## config.mk

```make
export PLATFORM = sky130hd
export DESIGN_NAME = ifetch_queue_flat
export DESIGN_NICKNAME = d
export VERILOG_FILES = /design/src/rtl/ifetch_queue_if.sv /design/src/rtl/ifetch_queue.sv /design/src/flat_wrapper.sv
export SDC_FILE = /design/constraint.sdc
export NUM_CORES = 1
export LEC_CHECK = 0
export BUFFER_PORTS_ARGS = -buffer_cell sky130_fd_sc_hd__buf_2
export CAP_MARGIN = 20
export CORE_UTILIZATION = 45
export CTS_CLUSTER_DIAMETER = 50
export DETAILED_ROUTE_END_ITERATION = 8
export SETUP_SLACK_MARGIN = 0.3
export SYNTH_ARGS = -nofsm -noshare
export SYNTH_HDL_FRONTEND = slang
export SYNTH_SLANG_ARGS = --single-unit
```

## constraint.sdc

```tcl
create_clock -name i_clk -period 3.4 [get_ports i_clk]
set_input_delay 0.68 -clock i_clk [delete_from_list [all_inputs] [get_ports i_clk]]
set_output_delay 0.68 -clock i_clk [all_outputs]
set_load 0.02 [all_outputs]
```

## src/rtl/ifetch_queue_if.sv

```systemverilog
// Handshake bundle around the instruction fetch queue: PC path in, memory port
// out/in, decode port out. Signal directions are named from the queue's side.
interface ifetch_queue_if;
  logic [31:0] i_pc;
  logic        i_pc_vld;
  logic        o_pc_rdy;
  logic        o_imem_req;
  logic [31:0] o_imem_addr;
  logic        i_imem_gnt;
  logic        i_imem_rvalid;
  logic [31:0] i_imem_rdata;
  logic        i_flush;
  logic        o_instr_vld;
  logic [31:0] o_instr;
  logic [31:0] o_instr_pc;
  logic        i_instr_rdy;

  // The fetch queue itself.
  modport master (
    input  i_pc, i_pc_vld, i_imem_gnt, i_imem_rvalid, i_imem_rdata,
           i_flush, i_instr_rdy,
    output o_pc_rdy, o_imem_req, o_imem_addr, o_instr_vld, o_instr, o_instr_pc
  );

  // PC path, instruction memory and decode around the queue.
  modport slave (
    output i_pc, i_pc_vld, i_imem_gnt, i_imem_rvalid, i_imem_rdata,
           i_flush, i_instr_rdy,
    input  o_pc_rdy, o_imem_req, o_imem_addr, o_instr_vld, o_instr, o_instr_pc
  );
endinterface

```

## src/rtl/ifetch_queue.sv

```systemverilog
// Instruction fetch queue: allocates an entry when a fetch PC is granted to
// instruction memory, fills entries with in-order read responses, and presents
// {pc, instr} pairs to decode from the head. A flush empties the queue and turns
// every still-owed response into a discard credit.
module ifetch_queue #(
  parameter int DEPTH = 4
) (
  input logic            i_clk,
  input logic            i_rst_n,
  ifetch_queue_if.master io_fq
);

  localparam int PW = $clog2(DEPTH);
  localparam int CW = PW + 1;

  typedef logic [PW-1:0] ptr_t;
  typedef logic [CW-1:0] cnt_t;

  localparam cnt_t          DEPTH_C = cnt_t'(DEPTH);
  localparam logic [CW:0]   DEPTH_O = (CW+1)'(DEPTH);

  logic [31:0]      r_pc    [DEPTH];
  logic [31:0]      r_instr [DEPTH];
  logic [DEPTH-1:0] r_filled;
  ptr_t             r_wr;
  ptr_t             r_fill;
  ptr_t             r_rd;
  cnt_t             r_count;
  cnt_t             r_discard_cnt;

  logic             w_req;
  logic             w_alloc;
  logic             w_fill;
  logic             w_drop;
  logic             w_pop;
  logic             w_head_vld;
  logic [CW:0]      w_occ;
  cnt_t             w_outstanding;

  // Responses still owed to discarded requests occupy memory slots too, so they
  // count against the request budget alongside allocated entries.
  assign w_occ   = {1'b0, r_count} + {1'b0, r_discard_cnt};
  assign w_req   = i_rst_n & io_fq.i_pc_vld & (w_occ < DEPTH_O) & ~io_fq.i_flush;
  assign w_alloc = w_req & io_fq.i_imem_gnt;

  assign w_fill  = io_fq.i_imem_rvalid & (r_discard_cnt == '0) & ~io_fq.i_flush;
  assign w_drop  = io_fq.i_imem_rvalid & (r_discard_cnt != '0) & ~io_fq.i_flush;

  assign w_head_vld = r_filled[r_rd] & (r_count != '0);
  assign w_pop      = w_head_vld & io_fq.i_instr_rdy & ~io_fq.i_flush;

  assign io_fq.o_imem_req  = w_req;
  assign io_fq.o_imem_addr = {io_fq.i_pc[31:2], 2'b00};
  assign io_fq.o_pc_rdy    = w_alloc;
  assign io_fq.o_instr_vld = w_head_vld;
  assign io_fq.o_instr     = r_instr[r_rd];
  assign io_fq.o_instr_pc  = r_pc[r_rd];

  // Allocated-but-unfilled entries; wr==fill is ambiguous only when full, where
  // the head's filled bit tells "all filled" from "none filled".
  always_comb begin
    w_outstanding = cnt_t'(ptr_t'(r_wr - r_fill));
    if ((r_count == DEPTH_C) && (r_wr == r_fill) && !r_filled[r_rd]) begin
      w_outstanding = DEPTH_C;
    end
  end

  // Pointers, occupancy, filled flags and discard credit; flush overrides all.
  always_ff @(posedge i_clk or negedge i_rst_n) begin
    if (!i_rst_n) begin
      r_wr          <= '0;
      r_fill        <= '0;
      r_rd          <= '0;
      r_count       <= '0;
      r_discard_cnt <= '0;
      r_filled      <= '0;
    end else if (io_fq.i_flush) begin
      r_wr          <= '0;
      r_fill        <= '0;
      r_rd          <= '0;
      r_count       <= '0;
      r_filled      <= '0;
      r_discard_cnt <= r_discard_cnt + w_outstanding - cnt_t'(io_fq.i_imem_rvalid);
    end else begin
      if (w_alloc) begin
        r_wr           <= r_wr + ptr_t'(1);
        r_filled[r_wr] <= 1'b0;
      end
      if (w_fill) begin
        r_fill           <= r_fill + ptr_t'(1);
        r_filled[r_fill] <= 1'b1;
      end
      if (w_drop) begin
        r_discard_cnt <= r_discard_cnt - cnt_t'(1);
      end
      if (w_pop) begin
        r_rd <= r_rd + ptr_t'(1);
      end
      case ({w_alloc, w_pop})
        2'b10:   r_count <= r_count + cnt_t'(1);
        2'b01:   r_count <= r_count - cnt_t'(1);
        default: r_count <= r_count;
      endcase
    end
  end

  // Entry payload; cleared on reset so the head reads as zero out of reset.
  always_ff @(posedge i_clk or negedge i_rst_n) begin
    if (!i_rst_n) begin
      for (int i = 0; i < DEPTH; i++) begin
        r_pc[i]    <= '0;
        r_instr[i] <= '0;
      end
    end else begin
      if (w_alloc) begin
        r_pc[r_wr] <= io_fq.i_pc;
      end
      if (w_fill) begin
        r_instr[r_fill] <= io_fq.i_imem_rdata;
      end
    end
  end

  // A response with nothing allocated and nothing owed means memory broke protocol.
  assert property (@(posedge i_clk) disable iff (!i_rst_n)
    !(io_fq.i_imem_rvalid && (r_count == '0) && (r_discard_cnt == '0)));

endmodule

```

## src/flat_wrapper.sv

```systemverilog
// flat-port wrapper written by rule: the top's interface ports become plain ports
module ifetch_queue_flat 
#(
  parameter int DEPTH = 4
)
  (i_clk, i_rst_n, io_fq_i_pc, io_fq_i_pc_vld, io_fq_i_imem_gnt, io_fq_i_imem_rvalid, io_fq_i_imem_rdata, io_fq_i_flush, io_fq_i_instr_rdy, io_fq_o_pc_rdy, io_fq_o_imem_req, io_fq_o_imem_addr, io_fq_o_instr_vld, io_fq_o_instr, io_fq_o_instr_pc);
  ifetch_queue_if io_fq_i ();
  input logic i_clk;
  input logic i_rst_n;
  input wire logic [$bits(io_fq_i.i_pc)-1:0] io_fq_i_pc;
  input wire logic [$bits(io_fq_i.i_pc_vld)-1:0] io_fq_i_pc_vld;
  input wire logic [$bits(io_fq_i.i_imem_gnt)-1:0] io_fq_i_imem_gnt;
  input wire logic [$bits(io_fq_i.i_imem_rvalid)-1:0] io_fq_i_imem_rvalid;
  input wire logic [$bits(io_fq_i.i_imem_rdata)-1:0] io_fq_i_imem_rdata;
  input wire logic [$bits(io_fq_i.i_flush)-1:0] io_fq_i_flush;
  input wire logic [$bits(io_fq_i.i_instr_rdy)-1:0] io_fq_i_instr_rdy;
  output wire logic [$bits(io_fq_i.o_pc_rdy)-1:0] io_fq_o_pc_rdy;
  output wire logic [$bits(io_fq_i.o_imem_req)-1:0] io_fq_o_imem_req;
  output wire logic [$bits(io_fq_i.o_imem_addr)-1:0] io_fq_o_imem_addr;
  output wire logic [$bits(io_fq_i.o_instr_vld)-1:0] io_fq_o_instr_vld;
  output wire logic [$bits(io_fq_i.o_instr)-1:0] io_fq_o_instr;
  output wire logic [$bits(io_fq_i.o_instr_pc)-1:0] io_fq_o_instr_pc;
  assign io_fq_i.i_pc = io_fq_i_pc;
  assign io_fq_i.i_pc_vld = io_fq_i_pc_vld;
  assign io_fq_i.i_imem_gnt = io_fq_i_imem_gnt;
  assign io_fq_i.i_imem_rvalid = io_fq_i_imem_rvalid;
  assign io_fq_i.i_imem_rdata = io_fq_i_imem_rdata;
  assign io_fq_i.i_flush = io_fq_i_flush;
  assign io_fq_i.i_instr_rdy = io_fq_i_instr_rdy;
  assign io_fq_o_pc_rdy = io_fq_i.o_pc_rdy;
  assign io_fq_o_imem_req = io_fq_i.o_imem_req;
  assign io_fq_o_imem_addr = io_fq_i.o_imem_addr;
  assign io_fq_o_instr_vld = io_fq_i.o_instr_vld;
  assign io_fq_o_instr = io_fq_i.o_instr;
  assign io_fq_o_instr_pc = io_fq_i.o_instr_pc;
  ifetch_queue #(.DEPTH(DEPTH)) u_core (.i_clk(i_clk), .i_rst_n(i_rst_n), .io_fq(io_fq_i));
endmodule
```

==> results of run 1 <==
[layout make-up]
class | count | area [um2] | share of cell area [%]
clock inverter | 15 | 146 | 1.01
multi-input combinational | 409 | 5040 | 34.6
clock buffer | 47 | 1030 | 7.10
antenna | 3 | 7.51 | 0.0516
inverter | 11 | 41.3 | 0.284
timing repair buffer | 184 | 1050 | 7.23
tap | 341 | 427 | 2.93
sequential | 272 | 6810 | 46.8
[metal layers]
metal  global-route usage [%]  vias to the layer above  share of wire [%]  routed length (um)
li1                         -                     3072                  -                   -
met4                     5.19                        2                2.0                 558
met1                     26.1                     3701                 43               11800
met2                     34.1                      182                 49               13500
met3                     4.68                       46                5.1                1390
met5                        0                        -              0.062                  17
[placed cells by master, fill, tap and decap left out, drive strengths merged]
cell type and instances:
and3 3, buf 184, a21oi 2, clkinvlp 4
clkbuf 47, mux4 65, o21a 1, nor2b 1
and4 1, xnor2 8, nand3 1, dfrtp 272
nor4b 1, nor3b 2, o21ai 4, mux2i 2
nor2 9, inv 11, mux2 257, o31ai 1
clkinv 9, bufinv 2, nand2b 1, nand2 16
nand3b 5, diode 3, o211ai 1, conb 2
fa 2, or2 1, nor3 3, ha 16
xor2 3, nor4 1
[critical path, stage by stage, from the launching register on]
cell and delay [ns]:
dfrtp_1 0.43, ha_1 0.29, nor4b_1 0.31, and4_2 0.46, buf_2 0.25
[registers in the layout (all words and copies together), names as in the netlist]
signal / count
u_core.r_rd: 2
u_core.r_filled: 4
u_core.r_count: 3
u_core.r_pc: 128
u_core.r_discard_cnt: 3
u_core.r_instr: 128
u_core.r_fill: 2
u_core.r_wr: 2
[power by group through the flow]
stage	combinational, mW	clock [mW]	sequential, mW
floorplan	1.90	0	4.18
global placement	2.57	0	4.25
detailed placement	2.65	0	4.32
CTS	2.66	3.78	4.27
global route	2.82	3.90	4.36
finish	2.62	3.67	4.28
[kinds of logic after synthesis]
logic type | count (synthesis)
compound gates | 9
xor+xnor | 11
fa+ha+maj | 18
buf+inv | 86
flops | 272
mux | 324
other cells | 1
simple gates | 45
[worst max-delay path by stage]
stage | from | slack (ns) | end | cells past startpoint
finish | u_core.r_count[2]$_DFFE_PN0P_ | 0.48 | io_fq_o_pc_rdy | 4
detailed placement | u_core.r_rd[0]$_DFFE_PN0P_ | 0.61 | u_core.r_discard_cnt[2]$_DFFE_PN0P_ | 10
global route | u_core.r_count[2]$_DFFE_PN0P_ | 0.32 | io_fq_o_pc_rdy | 4
CTS | u_core.r_count[2]$_DFFE_PN0P_ | 0.31 | io_fq_o_pc_rdy | 4
floorplan | u_core.r_rd[0]$_DFFE_PN0P_ | 0.72 | u_core.r_discard_cnt[2]$_DFFE_PN0P_ | 11
global placement | u_core.r_rd[0]$_DFFE_PN0P_ | 0.65 | u_core.r_discard_cnt[2]$_DFFE_PN0P_ | 10
[metrics by stage]
step                      cell area, um2  std cells  setup slack (ns)  total power [mW]
after CTS                          14500       1279             0.306              10.7
final                              14600       1282             0.476              10.6
after global routing               14600       1279             0.317              11.1
after detailed placement           13400       1217             0.612              6.97
after global placement             13400       1217             0.650              6.82
after floorplan                    12300        767             0.719              6.08
==> flow_summary.ini, run 1 <==
[cts]
clock-sinks = 272
htreeDepth = 2
hold_buffers = 0
cts_resized = 0
cts.path.max_buffers = 3
insertion_delay_ns = 0.49
clkTransAtPathRegs_ns = 0.05
root_buffer = clkbuf_16
numCtsBuffers = 35
cts_tree = done
postCtsSetupBuffers = 0

[timing]
hold_viol = 0
fin_hold_ws_ns = 0.444
skew_ns = 0.00957
fmax_mhz = 342
fin_crit_ns = 2.92
finalSetupTns_ns = 0
rsz0062_at_grt = false
finalCritPeriodShare_pct = 86.0
setup_viol = 0
slew_headroom_pct = 23.9
slew_violations = 0
worstMarginPinSlew_ns = 1.14

[final_layout]
syn_to_final_growth_pct = 18.5
fillCellCount = 2208
nets = 1002
final_util_pct = 54.2
final_layout_size_suffix_gt1_share_pct = 61.6

[placement]
numPortBuffers = 167
gp_congestion = 0.744
hpwl_mm = 17.3

[setup_path]
worst_r2r_endpoint = u_core.r_discard_cnt[2]$_DFFE_PN0P_
crit_type = register to output pin
start_kind = register
worst_r2r_path_depth = 10
r2r_slack_ns = 0.62
r2r-start = u_core.r_rd[0]$_DFFE_PN0P_
crit_path_end_kind = output pin
crit_arrival_ns = 2.24
crit_required_ns = 2.72
crit_path_max_fanout = 13

[floorplan]
start_util_pct = 45.7
core_um2 = 26900
die_height_um = 167
die_w_um = 167
dieArea_um2 = 28000
num_rows = 60
io_pins = 170

[logic_synthesis]
async_reset_ff_share_pct = 100
synthAdderAreaFrac_pct = 1.95
synth_compound_area_share_pct = 0.428
yosysMostFrequentCell = dfrtp_1
syn_inst = 766
synth_flop_cell = dfrtp_1
synthMuxAreaShare_pct = 35.6
synth.avg_cell_area_um2 = 16.0
synth_xor_area_share_pct = 0.784
synth_top_family_by_area = multiplexers
yosys_warnings = 0
synth_edf_count = 0
synth_commonest_cells = dfrtp_1, mux2_2, mux4_2
synth-seq-cells = 272
synth_top_cell_area_share_pct = 55.4
ys_types = 33
synth-simple-area-share_pct = 2.00
ys_top_cells_by_area = dfrtp_1, mux2_2, mux4_2
syn_area_um2 = 12300
seq_area_frac_synth_pct = 55.4
synth_top_area_cell = dfrtp_1

[power_and_ir_drop]
pwr-share-comb_pct = 24.8
p_clk_share_pct = 34.7
switching_share_pct = 28.8
p_per_area_nw_per_um2 = 726
p_seq_share_pct = 40.5
ir_drop_v = 0.000386
p_int_mw = 7.52
cellLeakagePower_nw = 7.16
p_switching_mw = 3.05

[detailed_routing]
dr.pass1.iters = 4
viasPerCell = 5.46
antenna_left = 0
vias = 7003
drtIter0Drc = 356
wl_per_cell_um = 21.3
drcViolationCount = 0
wl_mm = 27.3

[flow_run]
cap_violations = 0

[global_routing]
antenna_found_initial = 4
overflow = 0
grt_pass1_vias = 7700
grt_max_degree = 197
grt_pass1_wl_mm = 43.8
grtUsageTotal_pct = 20.1

[run_status]
outcome = finished clean

[worst_hold_path]
hold_path.class = primary input to async pin
Note: power is estimated with default switching activity, not from simulation.
==> run 2, diff against run 1 <==
--- a/config.mk
+++ b/config.mk
@@ -8,6 +8,7 @@
 export BUFFER_PORTS_ARGS = -buffer_cell sky130_fd_sc_hd__buf_2
 export CAP_MARGIN = 20
 export CORE_UTILIZATION = 45
+export CTS_BUF_LIST = sky130_fd_sc_hd__clkbuf_4 sky130_fd_sc_hd__clkbuf_8
 export CTS_CLUSTER_DIAMETER = 50
 export DETAILED_ROUTE_END_ITERATION = 8
 export SETUP_SLACK_MARGIN = 0.3
==> flow_summary.ini, run 2 (synthesized netlist as in run 1, its figures left out) <==
[cts]
postCtsSetupBuffers = 0
clock-sinks = 272
cts.path.max_buffers = 3
insertion_delay_ns = 0.55
htreeDepth = 2
numCtsBuffers = 48
clkTransAtPathRegs_ns = 0.06
root_buffer = clkbuf_8
cts_tree = done

[final_layout]
syn_to_final_growth_pct = 17.7
fin_cells = 1308
regArea_um2 = 6810
final_layout_size_suffix_gt1_share_pct = 62.9
nets = 1017
final_cell_mix = dfrtp_1, mux2_2, buf_2
final_common_cell = dfrtp_1
fillCellCount = 2213
multi_input_area_um2 = 5040
reg.largest.list = u_core.r_instr: 128 flops, u_core.r_pc: 128 flops, u_core.r_filled: 4 flops

[setup_path]
start_kind = primary input
worst_r2r_endpoint = u_core.r_discard_cnt[2]$_DFFE_PN0P_
crit_type = primary input to output pin
crit_path_end_kind = output pin
crit_required_ns = 2.72
cp_slowest_cell = dlygate4sd3_1
r2r-start = u_core.r_rd[0]$_DFFE_PN0P_
crit_arrival_ns = 2.31
crit_path_max_fanout = 13
cp_cell_sequence = dlygate4sd3_1 > buf_8 > nor4b_1 > and4_4 > buf_2
r2r_slack_ns = 0.61
worst_r2r_path_depth = 10
critical-path-max-stage-delay_ns = 0.58
cp-startpoint = i_rst_n

[detailed_routing]
drcViolationCount = 0
wl_mm = 27.2
antenna_left = 0
vias = 7055
wl_per_cell_um = 20.8
drtIter0Drc = 273
dr.pass1.iters = 4
viasPerCell = 5.39

[worst_hold_path]
worstHoldStart = io_fq_i_imem_rdata[6]
whs_endpoint = u_core.r_instr[38]$_DFFE_PN0P_
hold_path.class = primary input to register
hold_path_depth = 2

[placement]
hpwl_mm = 17.3
gp_congestion = 0.744
dp_cells = 1217
numPortBuffers = 167

[floorplan]
core_um2 = 26900
num_rows = 60
start_util_pct = 45.7
die_height_um = 167
io_pins = 170
dieArea_um2 = 28000
die_w_um = 167

[power_and_ir_drop]
p_per_area_nw_per_um2 = 700
cellLeakagePower_nw = 7.16
ir_drop_v = 0.000379

[global_routing]
grt_pass1_vias = 7831
grtUsageTotal_pct = 20.2
overflow = 0
antenna_found_initial = 4
grt_pass1_wl_mm = 43.9
grt_max_degree = 197

[timing]
slew_headroom_pct = 23.5
rsz0062_at_grt = false
finalSetupTns_ns = 0
slew_violations = 0
worstMarginPinSlew_ns = 1.15
fin_crit_ns = 2.99
finalCritPeriodShare_pct = 87.9
skew_ns = 0.0107
fmax_mhz = 335
fin_hold_ws_ns = 0.405
hold_viol = 0
setup_viol = 0

[flow_run]
cap_violations = 0

[run_status]
outcome = finished clean
run 2: worst max path at each step:
stage / end / depth (start not counted)
after global placement: u_core.r_discard_cnt[2]$_DFFE_PN0P_ / 10
after CTS: io_fq_o_pc_rdy / 4
after global routing: io_fq_o_pc_rdy / 5
after floorplan: u_core.r_discard_cnt[2]$_DFFE_PN0P_ / 11
after detailed placement: u_core.r_discard_cnt[2]$_DFFE_PN0P_ / 10
final: io_fq_o_pc_rdy / 5
run 2: area by class of cell:
cell class	instances	share of cell area (%)
diodes	3	0.0519
clock buffers	79	6.65
clock inverters	7	0.631
inverters	11	0.285
multi-input cells	409	34.8
flip-flops and latches	272	47.1
well taps	341	2.95
repair buffers	186	7.53
run 2: timing repair:
action / in CTS / in global routing
hold buffers: 0 / 1
endpoints found under the setup margin: 65 / 1
hold endpoints to repair: 0 / 1
resized for setup: 2 / 1
run 2: metrics by stage:
step / utilization (%) / setup WS, ns / power, mW / instance area, um2
finish: 53.9 / 0.412 / 10.1 / 14500
CTS: 53.7 / 0.332 / 10.3 / 14400
floorplan: - / 0.719 / 6.08 / 12300
global route: 53.8 / 0.300 / 10.7 / 14500
detailed placement: 49.7 / 0.612 / 6.97 / 13400
global placement: 49.7 / 0.650 / 6.82 / 13400
run 2: metal layers:
metal	part of all wire, %	wire length (um)	global-route usage, %
met5	0.063	17	0
met4	2.1	572	6.14
met3	5.4	1460	4.80
met2	49	13400	34.0
met1	43	11700	26.0
run 2: critical path: cells and delay by family:
family	cells	cell delay, ns
buf+inv	3	0.92
simple gates	2	0.70
run 2: power by group:
group | switching [mW] | leakage, nW | internal [mW] | total (mW)
registers | 0.350 | 3.65 | 3.92 | 4.28
logic | 1.31 | 2.95 | 1.31 | 2.63
clock network | 1.29 | 0.561 | 1.93 | 3.22
total | 2.95 | 7.16 | 7.17 | 10.1
